File: config.mk
export PLATFORM = sky130hd
export DESIGN_NAME = muxn_arb_flat
export DESIGN_NICKNAME = d
export VERILOG_FILES = /design/src/rtl/muxn_arb_pkg.sv /design/src/rtl/muxn_arb_if.sv /design/src/rtl/muxn_arb_rr_arbiter.sv /design/src/rtl/muxn_arb.sv /design/src/flat_wrapper.sv
export SDC_FILE = /design/constraint.sdc
export NUM_CORES = 1
export LEC_CHECK = 0
export ABC_AREA = 1
export CORE_ASPECT_RATIO = 1.2
export CORE_MARGIN = 2
export CORE_UTILIZATION = 40
export DETAILED_ROUTE_END_ITERATION = 12
export PLACE_DENSITY = 0.81
export SYNTH_ARGS = -nofsm -noshare
export SYNTH_HDL_FRONTEND = slang
export SYNTH_SLANG_ARGS = --single-unit
File: constraint.sdc
create_clock -name clk -period 4.3 [get_ports clk]
set_clock_uncertainty 0.2 [all_clocks]
set_input_delay 1.29 -clock clk [delete_from_list [all_inputs] [get_ports clk]]
set_output_delay 1.29 -clock clk [all_outputs]
set_load 0.005 [all_outputs]
File: src/rtl/muxn_arb_pkg.sv
// Shared types and defaults for the N-way mux with explicit-select / round-robin arbitration.
package muxn_pkg;

    typedef enum logic {
        MODE_SEL = 1'b0,
        MODE_RR  = 1'b1
    } mode_e;

    localparam int DEF_WIDTH  = 16;
    localparam int DEF_NUM_IN = 4;

    // Select/pointer width; never narrower than one bit.
    function automatic int sel_w(input int n);
        return (n > 2) ? $clog2(n) : 1;
    endfunction

endpackage

File: src/rtl/muxn_arb_if.sv
// Handshake and data bundle between the channel sources, the mux and the downstream sink.
interface muxn_arb_if
    import muxn_pkg::*;
#(
    parameter int WIDTH  = DEF_WIDTH,
    parameter int NUM_IN = DEF_NUM_IN
) ();
    localparam int SEL_W = sel_w(NUM_IN);

    logic                    mode;
    logic [SEL_W-1:0]        sel;
    logic [NUM_IN-1:0]       in_valid;
    logic [NUM_IN-1:0]       in_ready;
    logic [NUM_IN*WIDTH-1:0] d_in;
    logic                    out_valid;
    logic                    out_ready;
    logic [WIDTH-1:0]        d_out;
    logic [SEL_W-1:0]        d_src;

    modport master (
        output mode, sel, in_valid, d_in, out_ready,
        input  in_ready, out_valid, d_out, d_src
    );

    modport slave (
        input  mode, sel, in_valid, d_in, out_ready,
        output in_ready, out_valid, d_out, d_src
    );
endinterface

File: src/rtl/muxn_arb_rr_arbiter.sv
// Round-robin search: first requester at or above ptr, wrapping modulo NUM_IN,
// plus the pointer value that follows a grant.
module rr_arbiter
    import muxn_pkg::*;
#(
    parameter int NUM_IN = DEF_NUM_IN,
    parameter int SEL_W  = sel_w(NUM_IN)
) (
    input  logic [NUM_IN-1:0] req,
    input  logic [SEL_W-1:0]  ptr,
    input  logic              en,
    output logic [NUM_IN-1:0] gnt,
    output logic [SEL_W-1:0]  idx,
    output logic              gnt_vld,
    output logic [SEL_W-1:0]  ptr_nxt
);
    logic found;
    int   c;

    // Rotating priority search starting at ptr.
    always_comb begin
        found = 1'b0;
        idx   = '0;
        c     = 0;
        for (int k = 0; k < NUM_IN; k++) begin
            c = int'(ptr) + k;
            if (c >= NUM_IN) c = c - NUM_IN;
            if (!found && req[c[SEL_W-1:0]]) begin
                found = 1'b1;
                idx   = c[SEL_W-1:0];
            end
        end
    end

    // One-hot grant and next pointer; explicit wrap keeps non-power-of-two counts correct.
    always_comb begin
        gnt_vld = en && found;
        gnt     = '0;
        for (int i = 0; i < NUM_IN; i++) begin
            gnt[i] = gnt_vld && (idx == SEL_W'(i));
        end
        ptr_nxt = (idx == SEL_W'(NUM_IN - 1)) ? '0 : idx + 1'b1;
    end

endmodule

File: src/rtl/muxn_arb.sv
// N-input mux with a single output register; channel chosen by SEL or by round-robin.
module muxn_arb
    import muxn_pkg::*;
#(
    parameter int WIDTH  = DEF_WIDTH,
    parameter int NUM_IN = DEF_NUM_IN
) (
    input logic       clk,
    input logic       rst_n,
    muxn_arb_if.slave bus
);
    localparam int SEL_W = sel_w(NUM_IN);

    mode_e             mode;
    logic              ld;
    logic              sel_ok;
    logic              rr_en;
    logic [NUM_IN-1:0] rr_gnt;
    logic [SEL_W-1:0]  rr_idx;
    logic              rr_vld;
    logic [SEL_W-1:0]  ptr_nxt;
    logic [SEL_W-1:0]  ptr;
    logic [NUM_IN-1:0] gnt;
    logic [SEL_W-1:0]  gnt_idx;
    logic              gnt_vld;
    logic [WIDTH-1:0]  d_sel;

    logic              vld_p1;
    logic [WIDTH-1:0]  d_p1;
    logic [SEL_W-1:0]  src_p1;

    assign mode = mode_e'(bus.mode);

    // Register can accept when empty or draining; nothing is granted while in reset.
    assign ld     = rst_n && (!vld_p1 || bus.out_ready);
    assign sel_ok = int'(bus.sel) < NUM_IN;
    assign rr_en  = ld && (mode == MODE_RR);

    rr_arbiter #(
        .NUM_IN (NUM_IN),
        .SEL_W  (SEL_W)
    ) u_rr (
        .req     (bus.in_valid),
        .ptr     (ptr),
        .en      (rr_en),
        .gnt     (rr_gnt),
        .idx     (rr_idx),
        .gnt_vld (rr_vld),
        .ptr_nxt (ptr_nxt)
    );

    // Grant selection: round-robin result or the explicitly selected channel.
    always_comb begin
        gnt     = '0;
        gnt_idx = '0;
        gnt_vld = 1'b0;
        if (mode == MODE_RR) begin
            gnt     = rr_gnt;
            gnt_idx = rr_idx;
            gnt_vld = rr_vld;
        end else if (ld && sel_ok) begin
            if (bus.in_valid[bus.sel]) begin
                gnt[bus.sel] = 1'b1;
                gnt_idx      = bus.sel;
                gnt_vld      = 1'b1;
            end
        end
    end

    // One-hot data mux driven by the grant.
    always_comb begin
        d_sel = '0;
        for (int i = 0; i < NUM_IN; i++) begin
            if (gnt[i]) d_sel = bus.d_in[i*WIDTH +: WIDTH];
        end
    end

    assign bus.in_ready = gnt;

    // Round-robin pointer moves past the winner; holds otherwise.
    always_ff @(posedge clk or negedge rst_n) begin
        if (!rst_n)      ptr <= '0;
        else if (rr_vld) ptr <= ptr_nxt;
    end

    // ---- stage p1: output register ----
    // Occupancy: refilled or cleared whenever the register may load.
    always_ff @(posedge clk or negedge rst_n) begin
        if (!rst_n)  vld_p1 <= 1'b0;
        else if (ld) vld_p1 <= gnt_vld;
    end

    // Output word: captures granted channel data.
    always_ff @(posedge clk or negedge rst_n) begin
        if (!rst_n)       d_p1 <= '0;
        else if (gnt_vld) d_p1 <= d_sel;
    end

    // Source index travels with the word.
    always_ff @(posedge clk or negedge rst_n) begin
        if (!rst_n)       src_p1 <= '0;
        else if (gnt_vld) src_p1 <= gnt_idx;
    end

    assign bus.out_valid = vld_p1;
    assign bus.d_out     = d_p1;
    assign bus.d_src     = src_p1;

endmodule

File: src/flat_wrapper.sv
// flat-port wrapper written by rule: the top's interface ports become plain ports
module muxn_arb_flat import muxn_pkg::*;
#(
    parameter int WIDTH  = DEF_WIDTH,
    parameter int NUM_IN = DEF_NUM_IN
)
  (clk, rst_n, bus_mode, bus_sel, bus_in_valid, bus_d_in, bus_out_ready, bus_in_ready, bus_out_valid, bus_d_out, bus_d_src);
  muxn_arb_if #(.WIDTH(WIDTH), .NUM_IN(NUM_IN)) bus_i ();
  input logic clk;
  input logic rst_n;
  input wire logic [$bits(bus_i.mode)-1:0] bus_mode;
  input wire logic [$bits(bus_i.sel)-1:0] bus_sel;
  input wire logic [$bits(bus_i.in_valid)-1:0] bus_in_valid;
  input wire logic [$bits(bus_i.d_in)-1:0] bus_d_in;
  input wire logic [$bits(bus_i.out_ready)-1:0] bus_out_ready;
  output wire logic [$bits(bus_i.in_ready)-1:0] bus_in_ready;
  output wire logic [$bits(bus_i.out_valid)-1:0] bus_out_valid;
  output wire logic [$bits(bus_i.d_out)-1:0] bus_d_out;
  output wire logic [$bits(bus_i.d_src)-1:0] bus_d_src;
  assign bus_i.mode = bus_mode;
  assign bus_i.sel = bus_sel;
  assign bus_i.in_valid = bus_in_valid;
  assign bus_i.d_in = bus_d_in;
  assign bus_i.out_ready = bus_out_ready;
  assign bus_in_ready = bus_i.in_ready;
  assign bus_out_valid = bus_i.out_valid;
  assign bus_d_out = bus_i.d_out;
  assign bus_d_src = bus_i.d_src;
  muxn_arb #(.WIDTH(WIDTH), .NUM_IN(NUM_IN)) u_core (.clk(clk), .rst_n(rst_n), .bus(bus_i));
endmodule
==> results.sh, run 1 <==
export IMPL_syn_avg_cell_area_um2=5.90
export IMPL_period_needed_ns=4.22
export IMPL_cts_buffer_depth=2
export IMPL_fin_nets=503
export IMPL_maxSlewViolCount=0
export IMPL_cts_max_level=1
export IMPL_cp_data_arrival_time_ns=2.73
export IMPL_drc=0
export IMPL_dr_pass1_iters=4
export IMPL_fp_dieH_um=78.5
export IMPL_path_clk_slew_ns=0.08
export IMPL_finalInstanceArea_um2=3150
export IMPL_cts_tree="built"
export IMPL_placed_area_um2=2970
export IMPL_critPathLaunchType="input port"
export IMPL_area_growth_pct=70.2
export IMPL_critical_path_class="in2out"
export IMPL_fillers=396
export IMPL_grt_max_degree=33
export IMPL_ant_nets=0
export IMPL_antenna_found_initial=0
export IMPL_postCtsHoldBufs=0
export IMPL_yosys_warnings=0
export IMPL_worstSkewPairLatency_ns=0.27
export IMPL_ir_worst_vdd_mv=0.368
export IMPL_drive_gt1_share_pct=19.5
export IMPL_period_share_pct=98.2
export IMPL_start_util_pct=40.9
export IMPL_synthCells=314
export IMPL_reg2regPathDepth=17
export IMPL_numClockSinks=21
export IMPL_setup_viol=0
export IMPL_boundaryPins=97
export IMPL_synth_net_count=390
export IMPL_worstMarginPinSlew_ns=0.442
export IMPL_place_congestion=0.889
export IMPL_grt_remaining_overflow=0
export IMPL_routed_via_density=5.01
export IMPL_yosysUniqueCellTypes=22
export IMPL_dieArea_um2=5190
export IMPL_cts_root_buffer="clkbuf_8"
export IMPL_place_hpwl_um=4710
export IMPL_wl_per_cell_um=13.3
export IMPL_die_w_um=66.1
export IMPL_track_usage_pct=23.9
export IMPL_grt_pass1_vias=2181
export IMPL_power_per_cell_area_nw_per_um2=530
export IMPL_yosysSeqAreaShare_pct=28.4
export IMPL_finalHoldViolations=0
export IMPL_end_kind="output port"
export IMPL_hp_class="reg2reg"
export IMPL_worst_path_max_fanout=3
export IMPL_netlist_area_um2=1850
export IMPL_core_region_area_um2=4530
export IMPL_leakage_uw=0.00159
export IMPL_required_ns=2.81
export IMPL_utilization_pct=69.6
export IMPL_worstHoldPathCells=1
export IMPL_drtIter0Drc=170
export IMPL_wl_um=6420
export IMPL_diodes=0
export IMPL_cts_buffers=3
export IMPL_synth_seq_cells=21
export IMPL_fmax_ghz=0.237
export IMPL_rows=27
export IMPL_relSlewSlack_pct=70.5
export IMPL_status="complete, no violations"
export IMPL_grt_pass1_wl_um=9760
export IMPL_max_cap_viol_count=0
export IMPL_numPortBuffers=96
export IMPL_num_vias=2427
## cells in the final DEF, fill, tap and decap left out
master / synthesis / routed
nand2_1: 111 / 97
o221ai_1: 1 / 1
inv_1: 46 / 38
a21oi_1: 34 / 34
nor2_4: 1 / 3
dfrtp_1: 21 / 21
buf_6: 1 / 2
nand3_1: 61 / 52
ha_2: 0 / 1
nand2_2: 2 / 15
nand2_4: 2 / 3
clkbuf_8: 0 / 3
o21ai_0: 3 / 3
ha_1: 2 / 1
clkbuf_2: 0 / 3
clkinvlp_4: 0 / 1
a211o_1: 1 / 1
dlygate4sd2_1: 0 / 3
buf_2: 7 / 1
a31oi_4: 0 / 1
clkdlybuf4s15_1: 0 / 3
buf_4: 2 / 22
inv_2: 3 / 11
clkdlybuf4s50_1: 0 / 86
nand3_2: 2 / 11
nor2_1: 7 / 3
inv_4: 1 / 1
nor2_2: 3 / 5
## area by class of cell
type	instances	area [um2]	share of cell area, %
Inverter	50	190	6.03
Clock inverter	1	7.51	0.238
Clock buffer	3	41.3	1.31
Tap cell	58	72.6	2.30
Timing Repair Buffer	120	1120	35.7
Sequential cell	21	526	16.7
Multi-Input combinational cell	231	1190	37.8
## metrics by stage
step                hold WS (ns)  instances  setup TNS [ns]  worst slack (ns)  total power [uW]
floorplan                  0.283        314               0             0.203               926
global placement           0.279        476           -1.77            -0.469              1370
detailed placement         0.279        476           -1.96            -0.525              1390
CTS                        0.303        482               0           0.00329              1620
global route               0.314        484         -0.0128           -0.0128              1790
finish                     0.302        484               0            0.0754              1670
## Yosys cell counts
master	number	share of area [%]
clkbuf_1	2	0.41
inv_4	1	0.34
nand2_4	2	1.2
ha_1	2	1.4
nand2_2	2	0.68
o221ai_1	1	0.47
buf_4	2	0.81
inv_2	3	0.61
nor2_1	7	1.4
buf_2	7	1.9
nor2_2	3	1.0
a21oi_1	34	9.2
buf_6	1	0.61
dfrtp_1	21	28
nand3_2	2	1.1
a31oi_1	1	0.34
nand2_1	111	23
a211o_1	1	0.47
o21ai_0	3	0.81
inv_1	46	9.3
nand3_1	61	16
nor2_4	1	0.61
## critical path: stages
cell	delay (ns)
dlygate4sd2_1	0.25
inv_2	0.09
nand2_2	0.07
nand3_2	0.12
nand2_2	0.09
nor2_4	0.16
nand3_2	0.09
nand2_1	0.10
nor2_2	0.05
ha_2	0.17
nand3_2	0.08
nand2_1	0.05
buf_2	0.13
## where the power goes
part / switching, uW / leakage [uW] / internal [uW]
registers: 74.3 / 0.000256 / 297
clock network: 75.6 / 0.0000217 / 65.8
logic: 613 / 0.00131 / 547
total: 763 / 0.00159 / 909
## registers in the layout (all words and copies together) (netlist names)
signal	count
u_core.bus.d_out	16
u_core.bus.out_valid	1
u_core.ptr	2
u_core.bus.d_src	2
## what timing repair did
action                     in CTS  in global routing
setup buffers                   2                  2
resized for setup              41                 24
setup endpoints to repair       4                  4
pin swaps                      10                 12
## cells by family (layout without fill, tap and decap cells)
family | after synthesis | after routing | share of synthesized area, %
simple gates | 189 | 189 | 45.0
buf+inv | 62 | 174 | 14.0
flops | 21 | 21 | 28.4
compound gates | 40 | 40 | 11.3
fa+ha+maj | 2 | 2 | 1.35
## path summary, 6_finish.rpt
| kind | slack (ns) | start | endpoint |
|---|---|---|---|
| worst max-delay path | 0.08 | bus_in_valid[3] | bus_in_ready[0] |
| worst max register to register | 1.45 | u_core.ptr[0] | u_core.bus.d_out[13] |
| worst min-delay path | 0.30 | u_core.bus.d_src[0] | u_core.bus.d_src[0] |
| worst min register to register | 0.30 | u_core.bus.d_src[0] | u_core.bus.d_src[0] |
| min in group asynchronous | 1.19 | rst_n | u_core.bus.d_out[10] |
| max in group asynchronous | 2.48 | rst_n | u_core.bus.d_out[8] |
## per-layer routing
metal  part of all wire, %  global-route usage [%]  wire length (um)  vias to the layer above
met5                     0                       0                 0                        -
met1                    39                    29.2              2530                     1099
li1                      -                       -                 -                     1216
met3                   7.9                    5.16               508                        9
met2                    51                    41.7              3280                      103
met4                   1.6                    6.12               104                        0
Note: power is estimated with default switching activity, not from simulation.
==> run 2: changes to the inputs <==
Settings changed: CTS_CLUSTER_SIZE set to 20.
==> results of run 2 <==
The final DEF is identical to that of run 1; final timing and power are the same.
